**src/rtl/uart_tx_serializer_if.sv**
```systemverilog
`default_nettype none
// ============================================================================
// Module   : uart_tx_serializer_if
// Purpose  : Handshake bundle between the register block and the UART TX serializer.
// Revision : 1.0
// ============================================================================
interface uart_tx_serializer_if;
    logic       start_TX;
    logic [7:0] tx_data;
    logic       tx_active;
    logic       TXD;
    logic       tx_done;

    modport master (
        output start_TX,
        output tx_data,
        input  tx_active,
        input  TXD,
        input  tx_done
    );

    modport slave (
        input  start_TX,
        input  tx_data,
        output tx_active,
        output TXD,
        output tx_done
    );
endinterface
`default_nettype wire

```
**src/rtl/uart_tx_serializer.sv**
```systemverilog
`default_nettype none
// ============================================================================
// Module   : uart_tx_serializer
// Purpose  : 8N1 byte serializer; 8E1/8O1 when UART_TX_PARITY_EN is defined.
// Revision : 1.0
// ============================================================================
module uart_tx_serializer #(
    parameter int BAUD_DIV   = 868,
    parameter int STOP_BITS  = 1,
    parameter int PARITY_ODD = 0
) (
    input  wire logic             clk,
    input  wire logic             reset_n,
    input  wire logic             sync_reset,
    uart_tx_serializer_if.slave   tx
);

    localparam logic [15:0] BAUD_LAST = 16'(BAUD_DIV - 1);
    localparam logic        STOP_LAST = 1'(STOP_BITS - 1);

    if (BAUD_DIV < 2 || BAUD_DIV > 65535 || (STOP_BITS != 1 && STOP_BITS != 2) ||
        (PARITY_ODD != 0 && PARITY_ODD != 1)) begin : g_bad_params
        $error("uart_tx_serializer: illegal parameter value");
    end

    typedef enum logic [2:0] {
        IDLE   = 3'd0,
        START  = 3'd1,
        DATA   = 3'd2,
`ifdef UART_TX_PARITY_EN
        PARITY = 3'd3,
`endif
        STOP   = 3'd4
    } state_t;

    state_t      state;
    logic [15:0] baud_cnt;
    logic [2:0]  bit_idx;
    logic [7:0]  shift;
    logic        stop_cnt;
    logic        txd_reg;
    logic        active_reg;
    logic        done_reg;
    logic        bit_end;
`ifdef UART_TX_PARITY_EN
    logic        parity_bit;
`endif

    assign bit_end      = (baud_cnt == BAUD_LAST);
    assign tx.TXD       = txd_reg;
    assign tx.tx_active = active_reg;
    assign tx.tx_done   = done_reg;

    always_ff @(posedge clk or negedge reset_n) begin
        if (!reset_n) begin
            state      <= IDLE;
            baud_cnt   <= '0;
            bit_idx    <= '0;
            shift      <= '0;
            stop_cnt   <= 1'b0;
            txd_reg    <= 1'b1;
            active_reg <= 1'b0;
            done_reg   <= 1'b0;
`ifdef UART_TX_PARITY_EN
            parity_bit <= 1'b0;
`endif
        end else if (sync_reset) begin
            state      <= IDLE;
            baud_cnt   <= '0;
            bit_idx    <= '0;
            shift      <= '0;
            stop_cnt   <= 1'b0;
            txd_reg    <= 1'b1;
            active_reg <= 1'b0;
            done_reg   <= 1'b0;
`ifdef UART_TX_PARITY_EN
            parity_bit <= 1'b0;
`endif
        end else begin
            done_reg <= 1'b0;
            if (state != IDLE) begin
                baud_cnt <= bit_end ? 16'd0 : baud_cnt + 16'd1;
            end

            case (state)
                IDLE: begin
                    txd_reg    <= 1'b1;
                    active_reg <= 1'b0;
                    if (tx.start_TX) begin
                        shift      <= tx.tx_data;
                        baud_cnt   <= '0;
                        bit_idx    <= '0;
                        state      <= START;
                        txd_reg    <= 1'b0;
                        active_reg <= 1'b1;
`ifdef UART_TX_PARITY_EN
                        // Taken from the input byte because shift is consumed as bits go out.
                        parity_bit <= (^tx.tx_data) ^ PARITY_ODD[0];
`endif
                    end
                end
                START: begin
                    if (bit_end) begin
                        state   <= DATA;
                        txd_reg <= shift[0];
                    end
                end
                DATA: begin
                    if (bit_end) begin
                        shift   <= {1'b0, shift[7:1]};
                        bit_idx <= bit_idx + 3'd1;
                        if (bit_idx == 3'd7) begin
                            stop_cnt <= 1'b0;
`ifdef UART_TX_PARITY_EN
                            state    <= PARITY;
                            txd_reg  <= parity_bit;
`else
                            state    <= STOP;
                            txd_reg  <= 1'b1;
`endif
                        end else begin
                            txd_reg <= shift[1];
                        end
                    end
                end
`ifdef UART_TX_PARITY_EN
                PARITY: begin
                    if (bit_end) begin
                        state   <= STOP;
                        txd_reg <= 1'b1;
                    end
                end
`endif
                STOP: begin
                    if (bit_end) begin
                        if (stop_cnt == STOP_LAST) begin
                            state      <= IDLE;
                            active_reg <= 1'b0;
                            done_reg   <= 1'b1;
                        end else begin
                            stop_cnt <= stop_cnt + 1'b1;
                        end
                    end
                end
                default: begin
                    state      <= IDLE;
                    txd_reg    <= 1'b1;
                    active_reg <= 1'b0;
                end
            endcase
        end
    end

endmodule
`default_nettype wire

```
**src/flat_wrapper.sv**
```systemverilog
// flat-port wrapper written by rule: the top's interface ports become plain ports
module uart_tx_serializer_flat 
#(
    parameter int BAUD_DIV   = 868,
    parameter int STOP_BITS  = 1,
    parameter int PARITY_ODD = 0
)
  (clk, reset_n, sync_reset, tx_start_TX, tx_tx_data, tx_tx_active, tx_TXD, tx_tx_done);
  uart_tx_serializer_if tx_i ();
  input  wire logic clk;
  input  wire logic reset_n;
  input  wire logic sync_reset;
  input wire logic [$bits(tx_i.start_TX)-1:0] tx_start_TX;
  input wire logic [$bits(tx_i.tx_data)-1:0] tx_tx_data;
  output wire logic [$bits(tx_i.tx_active)-1:0] tx_tx_active;
  output wire logic [$bits(tx_i.TXD)-1:0] tx_TXD;
  output wire logic [$bits(tx_i.tx_done)-1:0] tx_tx_done;
  assign tx_i.start_TX = tx_start_TX;
  assign tx_i.tx_data = tx_tx_data;
  assign tx_tx_active = tx_i.tx_active;
  assign tx_TXD = tx_i.TXD;
  assign tx_tx_done = tx_i.tx_done;
  uart_tx_serializer #(.BAUD_DIV(BAUD_DIV), .STOP_BITS(STOP_BITS), .PARITY_ODD(PARITY_ODD)) u_core (.clk(clk), .reset_n(reset_n), .sync_reset(sync_reset), .tx(tx_i));
endmodule
```
**config.mk**
```make
export PLATFORM = sky130hd
export DESIGN_NAME = uart_tx_serializer_flat
export DESIGN_NICKNAME = d
export VERILOG_FILES = /design/src/rtl/uart_tx_serializer_if.sv /design/src/rtl/uart_tx_serializer.sv /design/src/flat_wrapper.sv
export SDC_FILE = /design/constraint.sdc
export NUM_CORES = 1
export LEC_CHECK = 0
export CORE_ASPECT_RATIO = 1.5
export CORE_MARGIN = 1
export CORE_UTILIZATION = 50
export DETAILED_ROUTE_END_ITERATION = 10
export HOLD_SLACK_MARGIN = 0.03
export PLACE_DENSITY = 0.83
export RECOVER_POWER = 50
export SLEW_MARGIN = 25
export SYNTH_ARGS = -nofsm -noshare
export SYNTH_HDL_FRONTEND = slang
export SYNTH_SLANG_ARGS = --single-unit
```
**constraint.sdc**
```tcl
create_clock -name clk -period 1.7 [get_ports clk]
set_input_delay 0.34 -clock clk [delete_from_list [all_inputs] [get_ports clk]]
set_output_delay 0.34 -clock clk [all_outputs]
set_load 0.01 [all_outputs]
```
==> parameters.txt <==
Parameter                              Value

Clock tree
  Number of clock sinks seen by CTS ... 33
  Number of hold-repair buffers added at the cts stage ... 0
  Clk root buf ... sky130_fd_sc_hd__clkbuf_8
  Clock insertion delay at the later pin of the skew report ... a little under 0.3 ns
  Register clock-pin slew on the reported worst setup and hold paths ... 0.07 ns
  Number of H-tree levels ... 2
  Clock tree from TritonCTS ... yes
  Maximum count of clock buffers along a single path ... 2
  Number of clock buffers inserted by TritonCTS ... 5

Run
  Max Cap Violations ... 0

Drt
  Average wire per cell in the routed design ... between 15 and 20 um
  Total wire length after detailed routing ... roughly 4.9 mm
  Mean number of vias per cell ... 5.92
  DRC viols ... 0
  Drt first pass iters ... 4
  Initial DRC Count ... 55
  Vias after detailed routing ... ~1800
  Post-detailed-route count of antenna-violating nets ... 0

Setup path
  Critical path's largest stage delay ... ~0.4 ns
  Startpoint of the worst setup timing path ... u_core.baud_cnt[0]$_DFF_PN0_
  Launching point of the worst reg2reg path ... u_core.baud_cnt[0]$_DFF_PN0_
  Master of the slowest instance on the critical path ... sky130_fd_sc_hd__dfrtp_1
  Critical path startpoint category ... register
  Cell-by-cell trace of the critical path ... ha_4 > nor4b_4 > nand4_1 > buf_4 > and3_1 > o32a_1
  Reg-to-reg slack, setup ... -0.09 ns
  Endpoint class of the critical path ... register
  Worst Path Required ... about 1.9 ns
  Worst path arrival time ... about 2.0 ns
  Reg2reg path depth ... 6
  Startpoint-to-endpoint class of the critical path ... reg2reg
  Critical path fanouts, max ... 10
  Crit Reg-Reg Endpoint ... u_core.tx.TXD$_DFFE_PN1P_

Finish
  Number of diodes ... 0
  Most used cells in the layout excluding fill and tap cells ... sky130_fd_sc_hd__buf_4, sky130_fd_sc_hd__dfrtp_1, sky130_fd_sc_hd__nand2_1
  Area taken by flip-flops and latches ... 827 sq um
  Share of post-route cells with drive strength above 1 ... between 30% and 40%
  Leading cell type in the layout, fill and taps excluded ... sky130_fd_sc_hd__buf_4
  NumNets Final ... 267
  Area growth from synthesis to layout ... 38.0%
  Multi-input gate area ... 1070 sq um
  Filler cells ... 265

Global routing
  Wire length of the first global-routing pass ... about 8.4 mm
  Number of antenna violations at the first check in global routing ... 0
  Total overflow reported by the global router ... 0
  GRT Util Overall ... about 28%
  Pin count of the biggest net entering global routing ... 34
  Via count of the first global-routing pass ... 1828

Place
  I/O Buffers ... 14
  Sum of net half-perimeters after detailed placement ... 3.35 mm
  Setup slack after placement ... -0.398 ns
  Gpl congestion ... roughly 0.9

Yosys
  Synthesized netlist net count ... 211
  Number of distinct library cells after synthesis ... 46
  EDFF count, synth ... 0
  Post-Syn Area ... ~1900 sq um
  Synth Register Bits ... 33
  Fraction of registers with async set or reset after synthesis ... 100%
  Number of instances in the synthesized netlist ... between 150 and 200
  Commonest register cell after synthesis ... sky130_fd_sc_hd__dfrtp_1
  Average instance area after synthesis ... ~9.6 sq um
  Warnings from Yosys ... 0
  Fraction of the yosys area taken by sequential cells ... a little over two fifths

Power and ir drop
  Pwr/cell area ... 703 nW/um^2
  Leakage power ... 1.15 nW
  VDD IR max ... around 0.73 mV

STA
  Final Slew Violations ... 0
  Final setup violation count ... 13
  Final Hold Fails ... 0
  Highest achievable clock rate ... ~560 MHz
  Least-Margin Pin Slew ... just over 0.8 ns
  Unrepaired setup endpoints after global routing ... true
  Clock period minus worst slack ... roughly 1.8 ns
  Final setup margin ... -0.0887 ns
  Normalized max-slew margin ... between 40% and 50%
  Total negative slack ... -0.695 ns
  Final clock skew ... around 0.006 ns
  Final period utilization ... 105%

Die
  Number of ports placed on the die boundary ... 15
  Core area ... between 3000 and 4000 sq um
  Area enclosed by the die boundary ... 4030 sq um
  Die boundary width ... between 50 and 60 um
  Number of rows in the core area ... 27
  Chip height ... 77.3 um
  Initial Utilization ... between 50 and 60%

Min path
  Hold Path End ... u_core.shift[3]$_DFFE_PN0P_
  Type of the most critical hold path ... reg2reg
  Origin of the worst min-delay path ... u_core.shift[3]$_DFFE_PN0P_
  Min-Delay Path Depth ... 1

Status
  Run status ... complete, but fails checks
  Failing checks ... setup timing
## state kept, by name, indices dropped and copies added, names as in the netlist
signal / flops
u_core.state: 3
u_core.baud_cnt: 16
u_core.shift: 8
u_core.bit_idx: 3
u_core.tx.TXD: 1
u_core.tx.tx_done: 1
u_core.tx.tx_active: 1
## area by class of cell
cell class,instances,share of cell area (%)
Clock buffer,7,3.31
Sequential cell,33,31.7
Clock inverter,1,1.15
Timing Repair Buffer,61,19.5
Tap cell,43,2.07
Inverter,9,1.30
Multi-Input combinational cell,142,40.9
## worst max-delay path, delay by kind of cell, from the launching register on
family          cells  cell delay (ns)
simple gates        3             0.59
flops               1             0.39
compound gates      1             0.34
buf+inv             1             0.24
fa+ha+maj           1             0.16
## logic make-up (layout without fill, tap and decap cells)
family | after synthesis | after routing | synth area share (%)
AOI/OAI and AO/OA | 42 | 42 | 15.5
xor gates and xnor gates | 8 | 8 | 3.71
adders and majority gates | 3 | 3 | 1.99
buffers and inverters | 21 | 78 | 5.10
DFF | 33 | 33 | 43.8
muxes | 11 | 11 | 6.36
and+or+nand+nor | 78 | 78 | 23.5
## what timing repair did
item                                    in CTS  in global routing
pin swaps                                    4                  2
buffers inserted                             3                  1
resized for setup                           18                 10
endpoints found under the setup margin      27                 28
## routing by layer
| layer | vias up | routed length [um] | GRT usage, % |
|---|---|---|---|
| li1 | 829 | - | - |
| met1 | 858 | 1850 | 31.4 |
| met2 | 48 | 2720 | 49.2 |
| met3 | 18 | 145 | 5.16 |
| met4 | 0 | 205 | 15.8 |
| met5 | - | 0 | 0 |
## synth_stat cells (6+ instances only)
cell type	count	area, sq um
sky130_fd_sc_hd__mux2_2	8	90.1
sky130_fd_sc_hd__inv_1	9	33.8
sky130_fd_sc_hd__nor2_1	13	48.8
sky130_fd_sc_hd__nand2_1	16	60.1
sky130_fd_sc_hd__dfrtp_1	32	801
sky130_fd_sc_hd__nand4_1	6	37.5
sky130_fd_sc_hd__nand3_1	6	30.0
sky130_fd_sc_hd__a22o_1	7	61.3
sky130_fd_sc_hd__a21oi_1	10	50.1
sky130_fd_sc_hd__o21ai_0	7	35.0
sky130_fd_sc_hd__nor3_1	10	50.1
## how the worst max path moves through the flow
stage                                               end  slack, ns  cells past startpoint
after global placement    u_core.baud_cnt[10]$_DFF_PN0_      -0.32                      6
final                         u_core.tx.TXD$_DFFE_PN1P_      -0.09                      6
after CTS                     u_core.tx.TXD$_DFFE_PN1P_      -0.06                      6
after detailed placement  u_core.baud_cnt[10]$_DFF_PN0_      -0.40                      6
after global routing          u_core.tx.TXD$_DFFE_PN1P_      -0.19                      6
after floorplan           u_core.baud_cnt[14]$_DFF_PN0_      -0.02                      5
## power breakdown
group	switching (W)	leakage, nW	internal [W]
sequential	0.0000190	0.446	0.000812
combinational	0.000105	0.650	0.000125
clock	0.000292	0.0585	0.000478
total	0.000416	1.15	0.00141
## through the flow
step	hold WS, ns	util [%]	instance area (sq um)	std cells	power (W)
finish	0.521	71.4	2610	296	0.00183
global route	0.536	71.4	2610	296	0.00191
CTS	0.422	70.6	2570	295	0.00184
detailed placement	0.491	64.7	2360	284	0.00105
global placement	0.488	64.7	2360	284	0.00105
floorplan	0.0444	-	1900	196	0.000941
No activity file was read; power rests on OpenSTA's default activity.
